### config.mk
export PLATFORM = sky130hd
export DESIGN_NAME = elevator_request_scheduler
export DESIGN_NICKNAME = d
export VERILOG_FILES = /design/src/rtl/elevator_request_scheduler.sv
export SDC_FILE = /design/constraint.sdc
export NUM_CORES = 1
export LEC_CHECK = 0
export ABC_AREA = 0
export CORE_ASPECT_RATIO = 1.1
export CORE_MARGIN = 2
export CORE_UTILIZATION = 53
export DETAILED_ROUTE_END_ITERATION = 8
export PLACE_DENSITY_LB_ADDON = 0.2
export SETUP_SLACK_MARGIN = 0.05
export SLEW_MARGIN = 20
export SYNTH_ARGS = -nofsm -noshare
export SYNTH_HDL_FRONTEND = slang
export SYNTH_SLANG_ARGS = --single-unit
### constraint.sdc
create_clock -name clk -period 2.5 [get_ports clk]
set_input_delay 0.375 -clock clk [delete_from_list [all_inputs] [get_ports clk]]
set_output_delay 0.375 -clock clk [all_outputs]
set_load 0.1 [all_outputs]
### src/rtl/elevator_request_scheduler.sv
// rtl/elevator_request_scheduler.sv - SCAN-order floor request scheduler for one elevator car
// Optional build macro EMERGENCY_FLUSH_EN: drop all pending requests on entry to HALT.
module elevator_request_scheduler #(
   parameter int NUM_FLOORS = 16
) (
   input  logic        clk,
   input  logic        reset,
   input  logic        Emergency,
   input  logic        call_valid,
   input  logic [3:0]  call_floor,
   output logic        call_ready,
   input  logic [3:0]  current_floor,
   input  logic        door_status,
   output logic [3:0]  floor_request,
   output logic        req_valid,
   output logic [15:0] pending,
   output logic [1:0]  sched_dir
);

   typedef enum logic [1:0] {
      ST_IDLE = 2'b00,
      ST_UP   = 2'b01,
      ST_DOWN = 2'b10,
      ST_HALT = 2'b11
   } state_t;

   state_t      r_state;
   logic [15:0] r_pending;
   logic [3:0]  r_floor_request;
   logic        r_req_valid;

   logic        w_accept;
   logic        w_floor_ok;
   logic        w_served_on_press;
   logic        w_service;
   logic        w_dwell;
   logic [15:0] w_set_mask;
   logic [15:0] w_clr_mask;
   logic [15:0] w_pending_next;
   logic        w_any;
   logic        w_any_ge;
   logic        w_any_le;
   logic [3:0]  w_lo_ge;
   logic [3:0]  w_hi_le;
   state_t      w_sel_state;
   logic        w_sel_valid;
   logic [3:0]  w_sel_floor;

   assign call_ready    = ~Emergency;
   assign pending       = r_pending;
   assign sched_dir     = r_state;
   assign floor_request = r_floor_request;
   assign req_valid     = r_req_valid;

   // A press for the floor where the door is already open counts as served on the spot.
   assign w_accept          = call_valid && !Emergency;
   assign w_floor_ok        = int'(call_floor) < NUM_FLOORS;
   assign w_served_on_press = door_status && (call_floor == current_floor);
   assign w_set_mask        = (w_accept && w_floor_ok && !w_served_on_press) ?
                              (16'd1 << call_floor) : 16'd0;

   assign w_dwell    = r_req_valid && door_status && (current_floor == r_floor_request);
   assign w_service  = w_dwell && !Emergency && (r_state != ST_HALT);
   assign w_clr_mask = w_service ? (16'd1 << r_floor_request) : 16'd0;

`ifdef EMERGENCY_FLUSH_EN
   assign w_pending_next = Emergency ? 16'd0 : ((r_pending | w_set_mask) & ~w_clr_mask);
`else
   assign w_pending_next = (r_pending | w_set_mask) & ~w_clr_mask;
`endif

   always_comb begin
      w_lo_ge  = 4'd0;
      w_any_ge = 1'b0;
      for (int i = 15; i >= 0; i--) begin
         if (r_pending[i] && (i >= int'(current_floor))) begin
            w_lo_ge  = 4'(i);
            w_any_ge = 1'b1;
         end
      end
      w_hi_le  = 4'd0;
      w_any_le = 1'b0;
      for (int i = 0; i < 16; i++) begin
         if (r_pending[i] && (i <= int'(current_floor))) begin
            w_hi_le  = 4'(i);
            w_any_le = 1'b1;
         end
      end
   end

   assign w_any = |r_pending;

   // IDLE and UP share the same preference order: upward first, then reverse.
   always_comb begin
      w_sel_state = ST_IDLE;
      w_sel_valid = 1'b0;
      w_sel_floor = r_floor_request;
      if (r_state == ST_DOWN) begin
         if (w_any_le) begin
            w_sel_state = ST_DOWN;
            w_sel_valid = 1'b1;
            w_sel_floor = w_hi_le;
         end else if (w_any) begin
            w_sel_state = ST_UP;
            w_sel_valid = 1'b1;
            w_sel_floor = w_lo_ge;
         end
      end else begin
         if (w_any_ge) begin
            w_sel_state = ST_UP;
            w_sel_valid = 1'b1;
            w_sel_floor = w_lo_ge;
         end else if (w_any) begin
            w_sel_state = ST_DOWN;
            w_sel_valid = 1'b1;
            w_sel_floor = w_hi_le;
         end
      end
   end

   always_ff @(posedge clk) begin
      if (reset) begin
         r_state         <= ST_IDLE;
         r_pending       <= 16'd0;
         r_floor_request <= 4'd0;
         r_req_valid     <= 1'b0;
      end else begin
         r_pending <= w_pending_next;
         if (Emergency) begin
            r_state     <= ST_HALT;
            r_req_valid <= 1'b0;
         end else if (r_state == ST_HALT) begin
            r_state     <= ST_IDLE;
            r_req_valid <= 1'b0;
         end else begin
            // Door dwell at the target freezes the target floor until the door closes.
            r_state     <= w_sel_state;
            r_req_valid <= w_sel_valid;
            if (w_sel_valid && !w_dwell)
               r_floor_request <= w_sel_floor;
         end
      end
   end

endmodule
==> results.toml, run 1 <==
[synth]
post-synth-top-count-cell = "a21oi_1"
synthTopCellsByArea = "dfxtp_1 (23%), a21oi_1 (7.6%), a211oi_1 (4.9%), nor2_1 (4.9%), o21ai_0 (4.3%)"
synth_edf_count = 0
synthFlopType = "dfxtp_1"
syn_inst = 271
synth.avg_cell_area_um2 = 7.276
synth_top_area_share_pct = 23.35
ys_seq_area_share_pct = 23.35
synth_top_area_cell = "dfxtp_1"
synth_cell_types = 60
async_flop_share_pct = 0
synth_commonest_cells = "a21oi_1 (30), nor2_1 (26), dfxtp_1 (23)"
yosysWarningCount = 0
syn-num-nets = 284
syn_area_mm2 = 0.001972
synth-seq-cells = 23

[flow_run]
drv_cap = 0

[drt]
route.met2.wl_um = 2970
num_vias = 2369
met1_length_um = 2516
top_layer = "met4"
dr.pass1.iters = 5
drt_iter0_drc = 340
avgRoutedWirePerCell_um = 17.30
via_per_inst = 6.473
drt_wl_total_um = 6330
postRouteAntennaNets = 0
met3_wirelength_um = 573
drc = 0

[clock_network]
cts_buffers = 3
clock_path_buffers = 2
post_cts_resized = 0
root_buffer = "clkbuf_8"
post_cts_buffers = 0
cts_tree = "built"
cts_sinks = 23
path_clk_slew_ps = 80
ctsHtreeMaxLevel = 1
worstSkewPairLatency_ps = 260
hold_buffers = 0

[power]
leakage_nw = 0.9615
peakVddDrop_v = 0.0004036
power_density_mw_per_mm2 = 391.0

[placed_design]
io_buffers = 36
routabilityCongestion = 0.9166
hpwl_um = 4639

[floorplan]
die_x_um = 62.16
io_pins = 37
fp-row-count = 23
initial_utilization_pct = 54.82
die-area_mm2 = 0.004225
core_mm2 = 0.003597
chipHeight_um = 67.98

[sta]
holdWs_ps = 580.6
rsz0062_at_grt = "no"
post-route-period-util_pct = 91.10
setup_viol = 0
period_minus_slack_ps = 2277
hold_violations = 0
fmax_mhz = 439.1
fin_skew_ps = 1.158
slew_headroom_pct = 42.97
tightest_slew_ps = 852.8
drv_slew = 0

[layout]
final_net_count = 330
multi_input_area_mm2 = 0.001363
post-route-util_pct = 70.16
area_growth_pct = 27.98
num_antenna_cells = 0
drive_gt1_share_pct = 22.15
final-seq-area_um2 = 462.9
nFillCells = 290

[run_status]
outcome = "completed"

[worst_setup_path]
path_delay_family = "compound AO/OA/AOI/OAI gates"
cp_data_arrival_time_ps = 2390
cp_data_required_time_ps = 2610
start_kind = "input pin"
worstPathMaxFanout = 33
path_buf_inv = 2
r2r_cells = 7
cp_cell_sequence = "clkdlybuf4s50_1, buf_12, nand4_1, a21oi_1, a21boi_2, a41oi_2, a21o_1, a31oi_1, nor3_1"
slowest_stage = "clkdlybuf4s50_1"
critical_path_depth = 9
slowest_delay_ps = 530
crit_path_end_kind = "flip-flop"
criticalPathCategory = "in2reg"

[global_routing]
overflow = 0
grt_pass1_vias = 2114
grt_usage_pct = 30.72
grt_max_degree = 34
grt_pass1_wl_um = 10340
antenna_found_initial = 0

[hold_path]
hold_path_class = "reg2reg"
whs_path_depth = 2
## cell families after synthesis
kind of cell | after synthesis | share of synthesized area [%]
xor gates and xnor gates | 7 | 3.109
AOI/OAI and AO/OA | 115 | 40.17
adders and majority gates | 1 | 0.5076
and+or+nand+nor | 95 | 24.87
buffers and inverters | 30 | 7.995
DFF | 23 | 23.35
## cell usage in the layout, fill, tap and decap left out, types with 9 or more instances in the layout
cell and count:
a211oi_1 13, a21oi_1 30, buf_4 48, clkdlybuf4s50_1 11, dfxtp_1 21, nand2_1 17, nor2_1 26, nor2b_1 9
o21ai_0 17
## routing by layer
| layer | track usage (%) | vias to the layer above |
|---|---|---|
| li1 | - | 1119 |
| met1 | 39.04 | 1087 |
| met2 | 53.26 | 139 |
| met3 | 3.454 | 24 |
| met4 | 14.44 | 0 |
| met5 | 0 | - |
## metrics by stage
step / setup TNS (ps) / setup WS (ps) / power [mW] / area, um2 / cells
after floorplan: 0 / 64.50 / 0.6554 / 1974 / 271
after global placement: -315.2 / -68.73 / 0.7622 / 2466 / 362
after detailed placement: -590.8 / -143.2 / 0.7656 / 2466 / 362
after CTS: 0 / 116.0 / 0.9845 / 2512 / 366
after global routing: 0 / 106.0 / 1.033 / 2524 / 366
final: 0 / 222.6 / 0.9868 / 2524 / 366
## state kept, by name, indices dropped and copies added, names as in the netlist
name           count
sched_dir          2
pending           16
floor_request      4
req_valid          1
## power by group
group | total, mW | switching (mW) | internal, mW
Sequential | 0.401 | 0.0218 | 0.379
Combinational | 0.364 | 0.237 | 0.126
Clock | 0.222 | 0.111 | 0.111
## cell type report
class	instances	area share [%]
Clock inverter	1	0.1983
Sequential cell	23	18.34
Tap cell	50	2.479
Multi-Input combinational cell	218	53.99
Timing Repair Buffer	64	22.31
Clock buffer	3	1.636
Inverter	7	1.041
## path summary, 6_finish.rpt
| path | start | to | slack, ps |
|---|---|---|---|
| max | current_floor[0] | floor_request[2]$_SDFFE_PP0P_ | 220 |
| min reg2reg | pending[1]$_SDFF_PP0_ | pending[1]$_SDFF_PP0_ | 580 |
| max reg2reg | pending[6]$_SDFF_PP0_ | floor_request[0]$_SDFFE_PP0P_ | 520 |
| min | pending[1]$_SDFF_PP0_ | pending[1]$_SDFF_PP0_ | 580 |
## worst min-delay path: cells and delay by family, from the launching register on
family | cells | cell delay (ps)
compound gates | 2 | 190
flops | 1 | 350
(Power assumes the default switching activity.)
==> run 2: changes to the inputs <==
--- a/config.mk
+++ b/config.mk
@@ -6,10 +6,10 @@
 export NUM_CORES = 1
 export LEC_CHECK = 0
 export ABC_AREA = 0
-export CORE_ASPECT_RATIO = 1.1
 export CORE_MARGIN = 2
 export CORE_UTILIZATION = 53
 export DETAILED_ROUTE_END_ITERATION = 8
+export MAX_ROUTING_LAYER = met4
 export PLACE_DENSITY_LB_ADDON = 0.2
 export SETUP_SLACK_MARGIN = 0.05
 export SLEW_MARGIN = 20
==> results.toml, run 2 (synthesis gave the netlist of run 1 again) <==
[sta]
slew_headroom_pct = 40.79
setup_viol = 0
rsz0062_at_grt = "no"
hold_violations = 0
drv_slew = 0
post-route-period-util_pct = 92.83
tightest_slew_ps = 885.5
fmax_mhz = 430.9
period_minus_slack_ps = 2321
fin_skew_ps = 7.795

[run_status]
outcome = "completed"

[layout]
largest_reg_flops = 16
postLayoutCellArea_mm2 = 0.002439
num_antenna_cells = 0
drive_gt1_share_pct = 18.36
final_common_cell = "buf_4"
layout_common_cells = "buf_4 (36), a21oi_1 (30), nor2_1 (26), dfxtp_1 (21)"
post-route-util_pct = 67.63
final_net_count = 319
area_growth_pct = 23.67
nFillCells = 321

[floorplan]
chipHeight_um = 65.00
die-area_mm2 = 0.004224
initial_utilization_pct = 54.68
core_mm2 = 0.003606
io_pins = 37
die_x_um = 65.00
fp-row-count = 22

[worst_setup_path]
worstPathMaxFanout = 30
cp-startpoint = "current_floor[1]"
r2r_slack_ps = 610
rr_endpoint = "floor_request[1]$_SDFFE_PP0P_"
criticalPathCategory = "in2reg"
cp_data_arrival_time_ps = 2440
endpoint = "floor_request[1]$_SDFFE_PP0P_"
r2r-start = "pending[9]$_SDFF_PP0_"
cp_data_required_time_ps = 2620
crit_path_end_kind = "flip-flop"
start_kind = "input pin"
r2r_cells = 7

[global_routing]
grt_usage_pct = 29.98
antenna_found_initial = 0
overflow = 0
grt_pass1_wl_um = 9708
grt_max_degree = 34
grt_pass1_vias = 2011

[power]
peakVddDrop_v = 0.0003504
power_density_mw_per_mm2 = 400.0
leakage_nw = 0.9008

[clock_network]
hold_buffers = 0
post_cts_resized = 0
path_clk_slew_ps = 80
cts_buffers = 3
cts_sinks = 23
root_buffer = "clkbuf_8"
worstSkewPairLatency_ps = 260
post_cts_buffers = 0
ctsHtreeMaxLevel = 1
cts_tree = "built"
clock_path_buffers = 2

[drt]
dr.pass1.iters = 4
drt_iter0_drc = 348
via_per_inst = 6.450
avgRoutedWirePerCell_um = 16.84
postRouteAntennaNets = 0
num_vias = 2277
drc = 0
drt_wl_total_um = 5944

[placed_design]
routabilityCongestion = 0.9135
io_buffers = 36
hpwl_um = 4283
placed_cell_area_mm2 = 0.002394

[flow_run]
drv_cap = 0

[hold_path]
hold_path_class = "reg2reg"
==> run 2: cell types whose count changed in the layout (fill, tap and decap cells not counted), sizes merged <==
cell | previous run | this run
clkdlybuf4s50 | 11 | 12
clkinv | 1 | 0
dlymetal6s2s | 1 | 0
clkbuf | 3 | 4
buf | 52 | 41
==> run 2: per-stage QoR <==
| step | hold WS, ps | worst slack (ps) | total power [mW] | TNS, ps | std cells |
|---|---|---|---|---|---|
| 6_report | 573.2 | 179.3 | 0.9755 | 0 | 353 |
| 5_1_grt | 623.9 | 67.25 | 1.021 | 0 | 353 |
| 3_3_place_gp | 564.8 | -39.93 | 0.7497 | -83.36 | 349 |
| 4_1_cts | 577.3 | 217.0 | 0.9777 | 0 | 353 |
| 2_1_floorplan | 439.7 | 64.50 | 0.6554 | 0 | 271 |
| 3_5_place_dp | 568.3 | -56.48 | 0.7512 | -132.2 | 349 |
==> run 2: how the worst min path moves through the flow <==
stage                                      from  cells after the start               endpoint
after floorplan                           reset                      1  pending[6]$_SDFF_PP0_
after global placement    pending[0]$_SDFF_PP0_                      2  pending[0]$_SDFF_PP0_
after detailed placement  pending[0]$_SDFF_PP0_                      2  pending[0]$_SDFF_PP0_
after CTS                 pending[0]$_SDFF_PP0_                      2  pending[0]$_SDFF_PP0_
after global routing      pending[0]$_SDFF_PP0_                      2  pending[0]$_SDFF_PP0_
final                     pending[0]$_SDFF_PP0_                      2  pending[0]$_SDFF_PP0_
==> run 2: critical path: stages <==
cell	delay, ps
clkdlybuf4s50_1	440
buf_12	180
nor4_1	410
o21bai_1	120
nand4bb_1	250
nor2_1	180
a21o_1	220
o311a_1	210
nor4_2	50
==> run 2: area by class of cell <==
class | count | area, um2 | share of cell area (%)
repair buffers | 53 | 490.5 | 20.11
flip-flops and latches | 23 | 462.9 | 18.98
multi-input cells | 218 | 1354 | 55.52
inverters | 7 | 26.28 | 1.077
well taps | 48 | 60.06 | 2.463
clock buffers | 4 | 45.04 | 1.847
==> run 2: metal layers <==
metal | vias to the layer above | GRT usage [%] | routed length [um] | share of wire [%]
li1 | 1096 | - | - | -
met1 | 1049 | 39.91 | 2467 | 42
met5 | - | - | 0 | 0
met2 | 112 | 46.26 | 2767 | 47
met3 | 20 | 2.431 | 489 | 8.2
met4 | 0 | 13.83 | 220 | 3.7
==> run 2: power by group <==
part	switching (mW)	internal, mW	total, mW
sequential	0.0227	0.379	0.402
combinational	0.232	0.116	0.347
clock	0.113	0.114	0.227
total	0.367	0.608	0.975
==> run 3: changes to the inputs <==
--- a/config.mk
+++ b/config.mk
@@ -8,6 +8,7 @@
 export ABC_AREA = 0
 export CORE_MARGIN = 2
 export CORE_UTILIZATION = 53
+export CTS_CLUSTER_DIAMETER = 80
 export DETAILED_ROUTE_END_ITERATION = 8
 export MAX_ROUTING_LAYER = met4
 export PLACE_DENSITY_LB_ADDON = 0.2
==> results of run 3 <==
Final layout, timing and power as in run 2 (identical DEF).
